==> src/rtl/return_stack.sv <==
// Return-address stack for the calculator CPU: CALL pushes the PC, RET pops it.
// Overflow/underflow park the stack in FAULT until the control unit clears it.
module return_stack #(
  parameter int WIDTH = 16,
  parameter int DEPTH = 8,
  parameter int PTR_W = 3
) (
  input  logic             CLK,
  input  logic             RESET,
  input  logic             PUSH,
  input  logic             POP,
  input  logic             CLR_ERR,
  input  logic [WIDTH-1:0] DIN,
  output logic [WIDTH-1:0] DOUT,
  output logic [PTR_W:0]   COUNT,
  output logic             EMPTY,
  output logic             FULL,
  output logic             OVERFLOW,
  output logic             UNDERFLOW,
  output logic             FAULT
);

  typedef enum logic {ST_OK, ST_FAULT} state_t;

  state_t             state, state_next;
  logic [PTR_W:0]     sp, sp_next;
  logic               ovf, ovf_next;
  logic               unf, unf_next;
  logic               wr_en;
  logic [PTR_W-1:0]   wr_addr;
  logic [PTR_W-1:0]   top_idx;
  logic [WIDTH-1:0]   mem [DEPTH];
  logic               empty, full;

  assign empty   = (sp == '0);
  assign full    = (sp == (PTR_W+1)'(DEPTH));
  // sp == DEPTH truncates to 0, so the subtraction wraps to DEPTH-1 as intended.
  assign top_idx = sp[PTR_W-1:0] - PTR_W'(1);

  always_ff @(posedge CLK) begin
    if (!RESET) begin
      state <= ST_OK;
      sp    <= '0;
      ovf   <= 1'b0;
      unf   <= 1'b0;
    end else begin
      state <= state_next;
      sp    <= sp_next;
      ovf   <= ovf_next;
      unf   <= unf_next;
    end
  end

  // Storage carries no reset; only SP decides which entries are valid.
  always_ff @(posedge CLK) begin
    if (RESET && wr_en) begin
      mem[wr_addr] <= DIN;
    end
  end

  always_comb begin
    state_next = state;
    sp_next    = sp;
    ovf_next   = ovf;
    unf_next   = unf;
    wr_en      = 1'b0;
    wr_addr    = top_idx;
    case (state)
      ST_OK: begin
        if (PUSH && POP && !empty) begin
          wr_en   = 1'b1;
          wr_addr = top_idx;
        end else if (PUSH && POP) begin
          wr_en      = 1'b1;
          wr_addr    = '0;
          sp_next    = (PTR_W+1)'(1);
          unf_next   = 1'b1;
          state_next = ST_FAULT;
        end else if (PUSH && !full) begin
          wr_en   = 1'b1;
          wr_addr = sp[PTR_W-1:0];
          sp_next = sp + (PTR_W+1)'(1);
        end else if (PUSH) begin
          ovf_next   = 1'b1;
          state_next = ST_FAULT;
        end else if (POP && !empty) begin
          sp_next = sp - (PTR_W+1)'(1);
        end else if (POP) begin
          unf_next   = 1'b1;
          state_next = ST_FAULT;
        end
      end
      ST_FAULT: begin
        if (CLR_ERR) begin
          ovf_next   = 1'b0;
          unf_next   = 1'b0;
          state_next = ST_OK;
        end
      end
      default: state_next = ST_OK;
    endcase
  end

  assign DOUT      = empty ? '0 : mem[top_idx];
  assign COUNT     = sp;
  assign EMPTY     = empty;
  assign FULL      = full;
  assign OVERFLOW  = ovf;
  assign UNDERFLOW = unf;
  assign FAULT     = (state == ST_FAULT);

endmodule

==> config.mk <==
export PLATFORM = sky130hd
export DESIGN_NAME = return_stack
export DESIGN_NICKNAME = d
export VERILOG_FILES = /design/src/rtl/return_stack.sv
export SDC_FILE = /design/constraint.sdc
export NUM_CORES = 1
export LEC_CHECK = 0
export CORE_MARGIN = 3
export CORE_UTILIZATION = 35
export CTS_CLUSTER_DIAMETER = 30
export DETAILED_ROUTE_END_ITERATION = 8
export GPL_TIMING_DRIVEN = 0
export HOLD_SLACK_MARGIN = 0.15
export PLACE_DENSITY = 0.5
export SYNTH_ARGS = -nofsm -noshare
export SYNTH_HDL_FRONTEND = slang
export SYNTH_SLANG_ARGS = --single-unit
==> constraint.sdc <==
create_clock -name CLK -period 7.53 [get_ports CLK]
set_input_delay 1.506 -clock CLK [delete_from_list [all_inputs] [get_ports CLK]]
set_output_delay 1.506 -clock CLK [all_outputs]
set_load 0.005 [all_outputs]
Yosys cells after proc, flatten, opt, wreduce, memory -nomap -nowiden
Memories as Yosys holds them, arrays and structs flattened.
Cells that the tools add are included.
{"block": "classes", "n_mux": 36, "bitwise": 2, "n_eq_ne": 11, "n_reduce_logical": 12, "add_sub_neg": 3}
{"operator": "1-bit two-way mux", "count": 24}
{"operator": "16-bit two-way mux", "count": 1}
{"operator": "4-bit two-way mux", "count": 4}
{"operator": "3-bit two-way mux", "count": 4}
{"operator": "3-bit != test (second input constant)", "count": 4}
{"operator": "2-bit != test (second input constant)", "count": 5}
{"operator": "1-bit one-hot mux with 2 select lines", "count": 3}
{"operator": "6-bit AND reduction", "count": 1}
{"operator": "1-bit logical AND", "count": 5}
{"operator": "5-bit AND reduction", "count": 1}
{"operator": "4-bit by 1-bit adder with 4-bit output (second input constant)", "count": 1}
{"operator": "4-bit == test (second input constant)", "count": 1}
{"operator": "4-bit zero test", "count": 1}
{"operator": "4-bit AND reduction", "count": 1}
{"operator": "4-bit by 1-bit subtractor with 4-bit output (second input constant)", "count": 1}
{"operator": "3-bit by 1-bit != test with 1-bit output (second input constant)", "count": 1}
{"operator": "3-bit nonzero test", "count": 1}
{"operator": "3-bit by 1-bit subtractor with 3-bit output (second input constant)", "count": 1}
{"operator": "1-bit zero test", "count": 2}
{"operator": "1-bit inverter", "count": 2}
{"block": "word_totals", "inputBits": 21, "output_inout_bits": 25, "n_memories": 1, "elab_cells": 69, "mem_bits_rw": 128, "reg_bits": 7}
{"name": "mem", "words": 8, "word_bits": 16, "rd": 1, "rd_clocked_by_memory_dff": 0, "wr": 1, "line": "32", "source": "logic [WIDTH-1:0] mem [DEPTH];"}

Depth between registers and ports, before layout
{"block": "logic_depth", "ltp_word": 10, "mapped_depth": 11, "ltp_nobuf": 9}

Worst setup path before layout
Ideal clock, no wire load.
{"block": "synth_path", "path_kind": "input-to-reg", "startpoint": "input port PUSH", "endpoint": "memory mem[2][0], enable pin", "arrival_time_ns": 3.830, "n_path_buf": 1, "required_time_ns": 7.100, "setup_ns": 0.430, "path_slack_ns": 3.270, "stages": 5, "cell_sequence": "buf_2 -> nor3b_2 -> nand3_1 -> o21a_1 -> nor4_1"}
{"block": "synth_via", "elab_chain_cells": 8, "word_cells_on_any_way": 14, "classes_between": "10 x mux; 4 x reduce/logical"}
{"item": "from (decl)", "line": "10", "source": "input logic PUSH,"}
{"item": "1-bit logical AND", "line": "79", "source": "end else if (PUSH && !full) begin"}
{"item": "1-bit two-way mux", "line": "79"}
{"item": "1-bit two-way mux", "line": "73", "source": "end else if (PUSH && POP) begin"}
{"item": "1-bit two-way mux", "line": "70", "source": "if (PUSH && POP && !empty) begin"}
{"item": "1-bit two-way mux", "line": "68", "source": "case (state)"}
{"item": "1-bit logical AND", "line": "56", "source": "if (RESET && wr_en) begin"}
{"item": "1-bit two-way mux", "line": "56"}
{"item": "1-bit two-way mux (implied by the code)", "line": "57", "source": "mem[wr_addr] <= DIN;"}
{"item": "to (decl)", "line": "32"}
Parallel ways exist; a longest one is shown, timed or not.

Worst setup path in the final report
{"block": "layout_path", "startpoint": "register sp[0], in the netlist COUNT[0]", "endpoint": "output port DOUT[4]"}
{"block": "layout_via", "elab_chain_cells": 3, "word_cells_on_any_way": 4, "classes_between": "1 x add/sub; 1 x mux; 1 x reduce/logical; 1 x memory"}
{"item": "from (decl)", "line": "26", "source": "logic [PTR_W:0] sp, sp_next;"}
{"item": "from (signal assigned)", "line": "48", "source": "sp <= sp_next;"}
{"item": "3-bit by 1-bit subtractor with 3-bit output", "line": "38", "source": "assign top_idx = sp[PTR_W-1:0] - PTR_W'(1);"}
{"item": "memory 8 x 16 bit"}
{"item": "16-bit two-way mux *", "line": "104", "source": "assign DOUT = empty ? '0 : mem[top_idx];"}
{"item": "to (decl)", "line": "14", "source": "output logic [WIDTH-1:0] DOUT,"}
Every way passes the cells marked *; elsewhere a longest branch is shown, timed or not.

==> run_results.csv <==
group,metric,value,unit
min_path,min_path_type,"register to register",
synth,yosysSeqAreaShare,0.714,
floorplanning,initial_core_util,0.362,
timing,finalMaxSlewViolations,0,
synth,postSynthAreaPerCell,17.9,sq um
finish,layout_common_cells,"edfxtp_1, clkdlybuf4s50_1, nand2_1, mux4_2, a21oi_1",
timing,rsz0062_at_grt,"no",
placement,dp.cells,583,
clock_tree,clockBufferDepth,2,
setup_path,worst-setup-path-type,"register to output port",
detailed_routing,wl,12.1,mm
grt,first_global_vias,3283,
synth,async_reset_ff_frac,0,
finish,final_common_cell,"edfxtp_1",
detailed_routing,avgViaCountPerCell,5.03,
pwr,p_int,1.97,mW
setup_path,crit_path_max_fanout,10,
pwr,seq_power_share,0.309,
timing,period_minus_slack,5160,ps
floorplanning,fp.dieH,132,um
synth,yosys_most_used_dff,"edfxtp_1",
timing,worst_pin_slew,910,ps
placement,dp_hpwl,8.26,mm
pwr,p_sw_frac,0.341,
timing,min_period_over_period,0.685,
grt,antenna_found_initial,0,
finish,finish.utilization,0.456,
timing,finalSetupTns,0,ps
detailed_routing,dr_total_vias,3093,
finish,area_delta_synth_final,26.1,%
setup_path,worst_setup_path_end_kind,"output port",
timing,max_slew_margin,0.391,
placement,gp_congestion,0.731,
clock_tree,cts_setup_buffers,0,
finish,drive_gt1_frac,0.272,
pwr,powerDensity,425,mW/mm^2
timing,fin_skew,11.0,ps
clock_tree,cts_sinks,135,
setup_path,rrSetupSlack,4210,ps
synth,yosysWarnings,0,
finish,diodes,0,
timing,timing.final.hold_violations,0,
flow_run,maxCapViolCount,0,
pwr,p_comb_frac,0.439,
detailed_routing,detail-route-antenna-nets,0,
setup_path,cp-start-kind,"register",
clock_tree,cts_resized,0,
pwr,power,2.99,mW
clock_tree,cts_tree,"built",
pwr,ir_drop,0.161,mV
clock_tree,clockRootBuffer,"clkbuf_16",
finish,nets,416,
clock_tree,htree_levels,4,
detailed_routing,wire_per_inst,19.6,um
floorplanning,num_rows,45,
detailed_routing,drt-initial-drc-count,170,
timing,fin_hold_ws,497,ps
synth,syn_nets,337,
synth,ys_types,48,
outcome,status,"finished clean",
finish,nFillCells,1393,
floorplanning,die_width,132,um
finish,multi_input_area,0.00151,sq mm
pwr,p_switching,1.02,mW
setup_path,crit_required,6020,ps
synth,synth-edff-count,128,
floorplanning,die_area,0.0175,sq mm
grt,grt_pass1_wl,19.2,mm
grt,grt_overflow,0,
pwr,pwr-share-clk,0.251,
floorplanning,coreArea,0.0154,sq mm
finish,ff_latch_area,0.00398,sq mm
clock_tree,insertion_delay,420,ps
finish,layout.cells.non_filler,615,
clock_tree,ctsHoldBuffers,0,
floorplanning,io_pins,46,
synth,synth-seq-cells,135,
detailed_routing,drt_pass1_iterations,4,
clock_tree,clkTransAtPathRegs,60,ps
synth,syn_inst,312,
detailed_routing,drc_errors,0,
setup_path,arrival,3650,ps
pwr,p_leak,2.31,nW
timing,fmax,0.194,GHz
clock_tree,cts_buffers,17,
placement,io_buffers,45,
timing,setup_viol,0,
grt,grt_usage,0.147,
synth,synth_area,0.00558,sq mm
grt,grt_max_degree,17,
cell type report:
| class | count | share of cell area |
|---|---|---|
| inverter | 8 | 0.00462 |
| buffer | 17 | 0.0140 |
| clock inverter | 15 | 0.0162 |
| sequential | 135 | 0.566 |
| clock buffer | 17 | 0.0604 |
| tap | 211 | 0.0375 |
| multi-input combinational | 152 | 0.214 |
| timing repair buffer | 60 | 0.0869 |
synthesized netlist by cell type (all sizes together) (2+ instances only):
| library cell | n | area share |
|---|---|---|
| a21oi | 20 | 0.019 |
| and2b | 2 | 0.0029 |
| buf | 15 | 0.016 |
| clkbuf | 2 | 0.0013 |
| dfxtp | 7 | 0.025 |
| edfxtp | 128 | 0.69 |
| ha | 3 | 0.0067 |
| inv | 8 | 0.0058 |
| mux2i | 3 | 0.0054 |
| mux4 | 32 | 0.13 |
| nand2 | 39 | 0.026 |
| nand2b | 3 | 0.0047 |
| nand3 | 3 | 0.0027 |
| nor2 | 4 | 0.0027 |
| nor3 | 8 | 0.0072 |
| nor3b | 3 | 0.0049 |
| nor4 | 2 | 0.0022 |
| o21a | 2 | 0.0027 |
| o21ai | 5 | 0.0045 |
| xnor2 | 3 | 0.0047 |
state kept, by name, indices dropped and copies added, names as in the netlist:
name       cells
mem          128
OVERFLOW       1
COUNT          4
FAULT          1
UNDERFLOW      1
logic make-up (layout without fill, tap and decap cells):
| logic type | count (synthesis) | after routing | synth area share |
|---|---|---|---|
| simple gates | 70 | 70 | 0.0637 |
| mux | 35 | 35 | 0.135 |
| fa+ha+maj | 4 | 4 | 0.0103 |
| flops | 135 | 135 | 0.714 |
| xor+xnor | 4 | 4 | 0.00628 |
| compound gates | 39 | 39 | 0.0478 |
| buf+inv | 25 | 117 | 0.0235 |
layer usage:
| layer | wire length, um | track usage |
|---|---|---|
| met1 | 5580 | 0.201 |
| met5 | 0 | 0 |
| met4 | 189 | 0.0525 |
| met3 | 421 | 0.0370 |
| met2 | 5880 | 0.232 |
worst max-delay path, cell delays in order (launching register included):
cell and delay (ps):
dfxtp_1 370, buf_4 240, inv_1 110, ha_1 200, buf_2 190, xnor2_1 640
clkbuf_1 570, nand2_1 110, a21oi_1 250, clkdlybuf4s50_1 560
through the flow:
stage | instance area [sq um] | setup slack [ps]
global placement | 6290 | 1040
finish | 7040 | 2370
global route | 7040 | 2110
floorplan | 5580 | 3270
CTS | 7040 | 2320
detailed placement | 6500 | 2800
final timing paths:
path,startpoint,to,cells after the start
max,COUNT[0],DOUT[4],9
min,UNDERFLOW,UNDERFLOW,2
max reg2reg,COUNT[0],mem[2][15],11
min reg2reg,UNDERFLOW,UNDERFLOW,2
power by group through the flow:
stage,Clock (mW),Combinational [mW],Sequential (mW)
after floorplan,0,0.761,0.938
after global placement,0,1.29,0.944
after detailed placement,0,1.34,0.941
after CTS,0.766,1.34,0.925
after global routing,0.802,1.44,0.931
final,0.751,1.31,0.924
(Power assumes the default switching activity.)
